--- src/rtl/uart_tx_arbiter.sv ---
// Round-robin arbiter sharing one 8-bit UART transmitter between NUM_REQ byte producers.
// Sequences each byte: accept, hold tx_enable until busy is seen, then wait for busy to fall.
module uart_tx_arbiter #(
  parameter int unsigned NUM_REQ       = 4,
  parameter int unsigned START_TIMEOUT = 65536,
  parameter int unsigned SYNC_STAGES   = 2,
  localparam int unsigned ID_W         = (NUM_REQ > 1) ? $clog2(NUM_REQ) : 1
) (
  input  logic                   clk,
  input  logic                   reset,
  input  logic [NUM_REQ-1:0]     req_valid,
  input  logic [8*NUM_REQ-1:0]   req_data,
  output logic [NUM_REQ-1:0]     req_ready,
  output logic                   tx_enable,
  output logic [7:0]             tx_data,
  input  logic                   tx_busy,
  output logic [ID_W-1:0]        grant_id,
  output logic                   tx_done,
  output logic                   tx_timeout,
  output logic                   ctrl_busy
);

  localparam int unsigned CNT_W = $clog2(START_TIMEOUT);

  typedef enum logic [1:0] {
    S_IDLE      = 2'd0,
    S_LAUNCH    = 2'd1,
    S_WAIT_DONE = 2'd2
  } state_t;

  state_t                 r_state;
  state_t                 w_state_nxt;
  logic [SYNC_STAGES-1:0] r_busy_sync;
  logic                   w_busy_s;
  logic [ID_W-1:0]        r_ptr;
  logic [ID_W-1:0]        w_ptr_nxt;
  logic [CNT_W-1:0]       r_cnt;
  logic [CNT_W-1:0]       w_cnt_nxt;
  logic                   r_tx_enable;
  logic                   w_tx_enable_nxt;
  logic [7:0]             r_tx_data;
  logic [7:0]             w_tx_data_nxt;
  logic [ID_W-1:0]        r_grant;
  logic [ID_W-1:0]        w_grant_nxt;
  logic                   r_tx_done;
  logic                   w_tx_done_nxt;
  logic                   r_tx_timeout;
  logic                   w_tx_timeout_nxt;
  logic                   r_ctrl_busy;
  logic                   w_found;
  logic [ID_W-1:0]        w_winner;
  logic                   w_grant_now;

  // tx_busy arrives from the baud domain
  always_ff @(posedge clk or posedge reset) begin
    if (reset) r_busy_sync <= '0;
    else       r_busy_sync <= {r_busy_sync[SYNC_STAGES-2:0], tx_busy};
  end

  assign w_busy_s = r_busy_sync[SYNC_STAGES-1];

  // First valid requester after the pointer, wrapping around
  always_comb begin
    w_found  = 1'b0;
    w_winner = '0;
    for (int unsigned k = 1; k <= NUM_REQ; k++) begin
      if (!w_found && req_valid[(32'(r_ptr) + k) % NUM_REQ]) begin
        w_found  = 1'b1;
        w_winner = ID_W'((32'(r_ptr) + k) % NUM_REQ);
      end
    end
  end

  always_ff @(posedge clk or posedge reset) begin
    if (reset) r_state <= S_IDLE;
    else       r_state <= w_state_nxt;
  end

  always_comb begin
    w_state_nxt      = r_state;
    w_ptr_nxt        = r_ptr;
    w_cnt_nxt        = r_cnt;
    w_tx_enable_nxt  = r_tx_enable;
    w_tx_data_nxt    = r_tx_data;
    w_grant_nxt      = r_grant;
    w_tx_done_nxt    = 1'b0;
    w_tx_timeout_nxt = 1'b0;
    w_grant_now      = 1'b0;
    case (r_state)
      S_IDLE: begin
        if (w_found && !w_busy_s) begin
          w_grant_now     = 1'b1;
          w_tx_data_nxt   = req_data[8*32'(w_winner) +: 8];
          w_grant_nxt     = w_winner;
          w_tx_enable_nxt = 1'b1;
          w_cnt_nxt       = '0;
          w_state_nxt     = S_LAUNCH;
        end
      end
      S_LAUNCH: begin
        // busy takes precedence over the watchdog on the same cycle
        if (w_busy_s) begin
          w_tx_enable_nxt = 1'b0;
          w_state_nxt     = S_WAIT_DONE;
        end else if (r_cnt == CNT_W'(START_TIMEOUT - 1)) begin
          w_tx_enable_nxt  = 1'b0;
          w_tx_timeout_nxt = 1'b1;
          w_ptr_nxt        = r_grant;
          w_state_nxt      = S_IDLE;
        end else begin
          w_cnt_nxt = r_cnt + CNT_W'(1);
        end
      end
      S_WAIT_DONE: begin
        if (!w_busy_s) begin
          w_tx_done_nxt = 1'b1;
          w_ptr_nxt     = r_grant;
          w_state_nxt   = S_IDLE;
        end
      end
      default: w_state_nxt = S_IDLE;
    endcase
  end

  always_comb begin
    req_ready = '0;
    for (int unsigned i = 0; i < NUM_REQ; i++) begin
      req_ready[i] = w_grant_now && (w_winner == ID_W'(i));
    end
  end

  always_ff @(posedge clk or posedge reset) begin
    if (reset) begin
      r_ptr        <= ID_W'(NUM_REQ - 1);
      r_cnt        <= '0;
      r_tx_enable  <= 1'b0;
      r_tx_data    <= '0;
      r_grant      <= '0;
      r_tx_done    <= 1'b0;
      r_tx_timeout <= 1'b0;
      r_ctrl_busy  <= 1'b0;
    end else begin
      r_ptr        <= w_ptr_nxt;
      r_cnt        <= w_cnt_nxt;
      r_tx_enable  <= w_tx_enable_nxt;
      r_tx_data    <= w_tx_data_nxt;
      r_grant      <= w_grant_nxt;
      r_tx_done    <= w_tx_done_nxt;
      r_tx_timeout <= w_tx_timeout_nxt;
      r_ctrl_busy  <= (w_state_nxt != S_IDLE);
    end
  end

  assign tx_enable  = r_tx_enable;
  assign tx_data    = r_tx_data;
  assign grant_id   = r_grant;
  assign tx_done    = r_tx_done;
  assign tx_timeout = r_tx_timeout;
  assign ctrl_busy  = r_ctrl_busy;

endmodule

--- config.mk ---
export PLATFORM = sky130hd
export DESIGN_NAME = uart_tx_arbiter
export DESIGN_NICKNAME = d
export VERILOG_FILES = /design/src/rtl/uart_tx_arbiter.sv
export SDC_FILE = /design/constraint.sdc
export NUM_CORES = 1
export LEC_CHECK = 0
export ABC_AREA = 1
export CELL_PAD_IN_SITES_DETAIL_PLACEMENT = 1
export CELL_PAD_IN_SITES_GLOBAL_PLACEMENT = 2
export CORE_MARGIN = 2
export CORE_UTILIZATION = 27
export DETAILED_ROUTE_END_ITERATION = 10
export HOLD_SLACK_MARGIN = 0.1
export PLACE_DENSITY_LB_ADDON = 0.15
export SLEW_MARGIN = 20
export SYNTH_ARGS = -nofsm -noshare
export SYNTH_HDL_FRONTEND = slang
export SYNTH_SLANG_ARGS = --single-unit
--- constraint.sdc ---
create_clock -name clk -period 3.2 [get_ports clk]
set_input_delay 0.96 -clock clk [delete_from_list [all_inputs] [get_ports clk]]
set_output_delay 0.96 -clock clk [all_outputs]
set_load 0.01 [all_outputs]
* Word level (Yosys, flattened, before mapping)
Index checks and enable logic that the tools add are counted.
** Cells by class
- $add $sub $neg :: 5
- Order comparisons :: 4
- Eq/ne operators :: 12
- Shift operators :: 1
- Mux-type cells :: 40
- Reductions and logical operators :: 21
** Operators with widths (number)
- $mux 16 :: 3
- $pmux 16 s2 :: 1
- $shiftx 32x6->8 :: 1
- $mux 2 :: 11
- $mux 1 :: 18
- $add 16x1->16 const B :: 1
- $eq 16x16->1 const B :: 1
- $lt 2x3->1 const B :: 4
- $ne 2x2->1 const B :: 5
- $bmux 1 s2 :: 4
- $logic_and 1x1->1 :: 8
- $reduce_and 4->1 :: 2
- $eq 2x2->1 const B :: 3
- $pmux 2 s3 :: 1
- $reduce_bool 2->1 :: 3
- $add 2x1->2 const B :: 2
- $add 2x2->2 const B :: 2
- $eq 2x1->1 const B :: 2
- $logic_not 1->1 :: 4
- $logic_not 2->1 :: 2
- $pmux 2 s2 :: 1
- $ne 3x3->1 const B :: 1
- $reduce_and 3->1 :: 1
- $pmux 1 s2 :: 1
- $reduce_and 2->1 :: 1
** Storage, ports and cells
- Register bits after elaboration :: 36
- Input port bits :: 39
- Output and inout bits :: 18
- Word-level logic and storage cells :: 93

* Logic depth before layout (Yosys ltp)
- Depth after elaboration :: 17
- Depth in mapped cells :: 19

* Least setup slack after synthesis
OpenSTA, ideal clock, no wires.
- Path type :: input -> output
- Start point :: input port req_valid[3]
- End point :: output port req_ready[1]
- Arrival :: 2.200 ns
- Required time :: 2.240 ns
- Path slack :: 0.040 ns
- Stages :: 12
- Cells stage by stage :: inv_1 nand2_1 nand3_1 nand2_1 nor2_4 nand2_1 nand2_2 nand2_4 nand2_8 buf_12 inv_1 nor3_1
** On the way
- Cells in the longest elaborated chain, start to end :: 16
** Ends and longest elaborated chain
- start: declaration :: line 11 : input logic [NUM_REQ-1:0] req_valid,
- $bmux 1 s2 :: line 67 : if (!w_found && req_valid[(32'(r_ptr) + k) % NUM_REQ]) begin
- $mux 1 (not written as such) :: line 67
- $mux 1 :: line 67
- $logic_not 1->1 :: line 67
- $logic_and 1x1->1 :: line 67
- $mux 1 :: line 67
- $logic_not 1->1 :: line 67
- $logic_and 1x1->1 :: line 67
- $mux 1 :: line 67
- $logic_not 1->1 :: line 67
- $logic_and 1x1->1 :: line 67
- $mux 1 :: line 67
- $logic_and 1x1->1 :: line 91 : if (w_found && !w_busy_s) begin
- $mux 1 :: line 91
- $mux 1 :: line 89 : case (r_state)
- $logic_and 1x1->1 * :: line 128 : req_ready[i] = w_grant_now && (w_winner == ID_W'(i));
- end: declaration :: line 13 : output logic [NUM_REQ-1:0] req_ready,
Every way passes the cells marked *; elsewhere a longest branch is shown, timed or not. The select of a mux whose other input is x is not followed.

* Worst setup path after layout
- Start point :: register r_ptr[0]
- End point :: output port req_ready[2]
** On the way
- Cells in the longest elaborated chain, start to end :: 17
** Ends and longest elaborated chain
- start: declaration :: line 35 : logic [ID_W-1:0] r_ptr;
- start signal: assignment :: line 134 : r_ptr <= ID_W'(NUM_REQ - 1);
- start signal: assignment :: line 143 : r_ptr <= w_ptr_nxt;
- $add 2x1->2 :: line 67, 69
- $bmux 1 s2 :: line 67
- $mux 1 (not written as such) :: line 67
- $mux 1 :: line 67
- $logic_not 1->1 :: line 67
- $logic_and 1x1->1 :: line 67
- $mux 1 :: line 67
- $logic_not 1->1 :: line 67
- $logic_and 1x1->1 :: line 67
- $mux 1 :: line 67
- $logic_not 1->1 :: line 67
- $logic_and 1x1->1 :: line 67
- $mux 1 :: line 67
- $logic_and 1x1->1 :: line 91
- $mux 1 :: line 91
- $mux 1 :: line 89
- $logic_and 1x1->1 * :: line 128
Marks and branches as above.

==> impl_metrics.toml <==
[timing]
setup_tns_ns = -0.0216
clock_skew_ns = 0.00341
fin_crit_ns = 3.22
worstMarginPinSlew_ns = 0.474
rsz0062_at_grt = "yes"
fmax_ghz = 0.310
slew_headroom_pct = 68.1
worst_slack_ns = -0.0216
finalHoldViolCount = 0
fin_crit_sh_pct = 101
finalSetupViolations = 1
holdWs_ns = 0.352
drv_slew = 0

[routing]
totalWireLength_microns = 7210
remaining_drc_errors = 0
route.detailed.wl_per_inst_microns = 13.4
ant_nets = 0
initialDrtViolationCount = 48
viasPerCell = 4.54
vias = 2444
dr.pass1.iters = 4

[final_layout]
syn2layout_area_growth_pct = 43.8
fin_nets = 469
antennaDiodeCount = 0
fillers = 1090
fin_area_sq_mm = 0.00341
drive_above_1_share_pct = 24.9
register_area_sq_um = 903
multi_input_area_sq_mm = 0.00135

[synthesis]
synth.avg_cell_area_sq_um = 6.93
synth_cell_types = 32
async_flop_share_pct = 100
synth_fp_nets = 382
yosys-top-cells-count = "nand2_1 (139), dfrtp_1 (34), nand3_1 (32), inv_1 (29), nor2_1 (21)"
synth-edff-count = 0
ys.flop_type = "dfrtp_1"
synthesis.area_sq_mm = 0.00237
yosysTopAreaCell = "dfrtp_1"
syn_inst = 342
seq_area_frac_synth_pct = 38.1
yosys.area.top_type_share_pct = 35.9
yosysWarnings = 0
synth_most_common_cell = "nand2_1"
ys_ff_latch = 36
synthTopCellsByArea = "dfrtp_1 (36%), nand2_1 (22%), nand3_1 (6.8%)"

[placed_design]
dpl-instance-area_sq_mm = 0.00315
dp_slack_ns = -0.905
port_buffers = 56
gp_congestion = 0.787
dp_hpwl_microns = 5430

[setup_path]
cp_top_family = "simple AND/OR/NAND/NOR gates"
cp.arrival_ns = 2.26
path_max_fanout = 8
reg2reg_depth = 18
rr_endpoint = "r_cnt[5]"
cp_slowest_cell = "dfstp_2"
regToRegSetupSlack_ns = 0.60
worstSetupPathType = "reg2out"
start_kind = "flop"
regToRegStartpoint = "r_ptr[0]"
cp_common_cell = "nand2_2"
cp.depth = 13
critPathCaptureType = "primary output"
critical_path.max_stage_delay_ns = 0.64
worst_ep_required_time_ns = 2.24
worst-path-buf-inv = 3
worstPathCellList = "buf_4, nand2_2, nand2_4, nand2_2, nand2_2, nor2_4, nand2_2, o21bai_4, nand2_2, nand2_4, buf_6, nor3_4, buf_2"

[die]
std_cell_rows = 34
boundaryPins = 57
coreArea_sq_mm = 0.00864
die_h_microns = 97.7
initial_utilization_pct = 27.5
dieArea_sq_mm = 0.00955
die_w_microns = 97.7

[global_routing]
grt.overflow.total = 0
track_usage_pct = 15.4
grt_pass1_wl_microns = 12200
antenna_found_initial = 0
first_global_vias = 2532
grt_max_degree = 37

[min_path]
hold_class = "reg2reg"
min-delay-start = "r_busy_sync[0]"
min_delay_worst_endpoint = "r_busy_sync[1]"
whs_path_depth = 0

[power_and_ir_drop]
p_leak_nw = 1.69
finalPower_w = 0.00315
power_density_mw_per_mm2 = 924
vdd_drop_max_mv = 0.295

[status]
outcome = "complete, but fails checks"
violations = "setup timing"

[cts]
clkSinkCount = 36
cts_buffers = 5
cts_tree = "built"
clk_pin_slew_worst_paths_ns = 0.07
htree_levels = 2
cts_buffer_depth = 2
worstSkewPairLatency_ns = 0.28
clk_root_buffer_cell = "clkbuf_8"

[job]
maxCapViolCount = 0
-- state kept, by name, indices dropped and copies added (netlist names), 2 cells and up --
signal and count:
r_cnt 16, r_busy_sync 2, grant_id 2, tx_data 8, r_state 2, r_ptr 2
-- logic make-up after synthesis --
kind of cell	share of synthesized area, %
adders and majority gates	0.528
DFF	38.1
xor gates and xnor gates	1.48
and+or+nand+nor	44.1
AOI/OAI and AO/OA	6.07
buffers and inverters	9.76
-- placed cells by master, fill, tap and decap left out, types with 2 or more instances in the layout --
master | Yosys | routed
nand2_1 | 139 | 124
clkdlybuf4s50_1 | 0 | 48
dfrtp_1 | 34 | 34
buf_4 | 2 | 32
nand3_1 | 32 | 30
nand2_2 | 17 | 28
inv_1 | 29 | 27
nor2_1 | 21 | 20
o21ai_0 | 9 | 9
o21ai_1 | 8 | 7
nand2_4 | 2 | 6
inv_2 | 4 | 6
nand4_1 | 6 | 6
nor3_1 | 8 | 5
clkbuf_8 | 0 | 5
buf_6 | 4 | 5
xor2_1 | 4 | 4
buf_2 | 2 | 4
a21oi_1 | 3 | 3
clkinv_4 | 0 | 2
nand3_2 | 0 | 2
nor2_4 | 2 | 2
o21ai_4 | 1 | 2
nor3_4 | 1 | 2
nor2_2 | 1 | 2
nor4_1 | 2 | 2
clkinv_2 | 1 | 2
nor3_2 | 0 | 2
clkbuf_1 | 0 | 2
dfstp_2 | 2 | 2
-- power breakdown --
| group | leakage (nW) | switching [W] | internal [W] |
|---|---|---|---|
| sequential | 0.466 | 0.0000829 | 0.000579 |
| combinational | 1.18 | 0.00127 | 0.000910 |
| clock | 0.0422 | 0.000159 | 0.000153 |
| total | 1.69 | 0.00151 | 0.00164 |
-- layout make-up --
class                           count  area share, %
Timing Repair Buffer               89           23.4
Clock buffer                        7           2.24
Clock inverter                      1          0.147
Multi-Input combinational cell    261           39.5
Inverter                           36           4.29
Tap cell                          108           3.96
Sequential cell                    36           26.5
-- worst max path at each step --
stage / to / start
6_report: req_ready[2] / r_ptr[0]
5_1_grt: req_ready[2] / r_ptr[0]
4_1_cts: req_ready[2] / req_valid[2]
3_5_place_dp: req_ready[2] / req_valid[3]
3_3_place_gp: req_ready[2] / req_valid[3]
2_1_floorplan: req_ready[1] / req_valid[3]
-- layer usage --
layer / GRT usage [%] / wire length [microns]
met5: 0 / 0
met4: 4.91 / 129
met3: 2.16 / 248
met2: 25.6 / 3330
met1: 20.9 / 3500
-- repair_timing --
item / 4_1_cts / 5_1_grt
pin swaps: 16 / 3
setup buffers: 7 / 3
setup endpoints to repair: 4 / 4
hold buffers: 0 / 0
resized for setup: 67 / 5
-- per-stage QoR --
stage / util, % / instances
floorplan: - / 342
global placement: 36.5 / 520
detailed placement: 36.5 / 520
CTS: 39.1 / 535
global route: 39.5 / 538
finish: 39.5 / 538
Note: power is estimated with default switching activity, not from simulation.
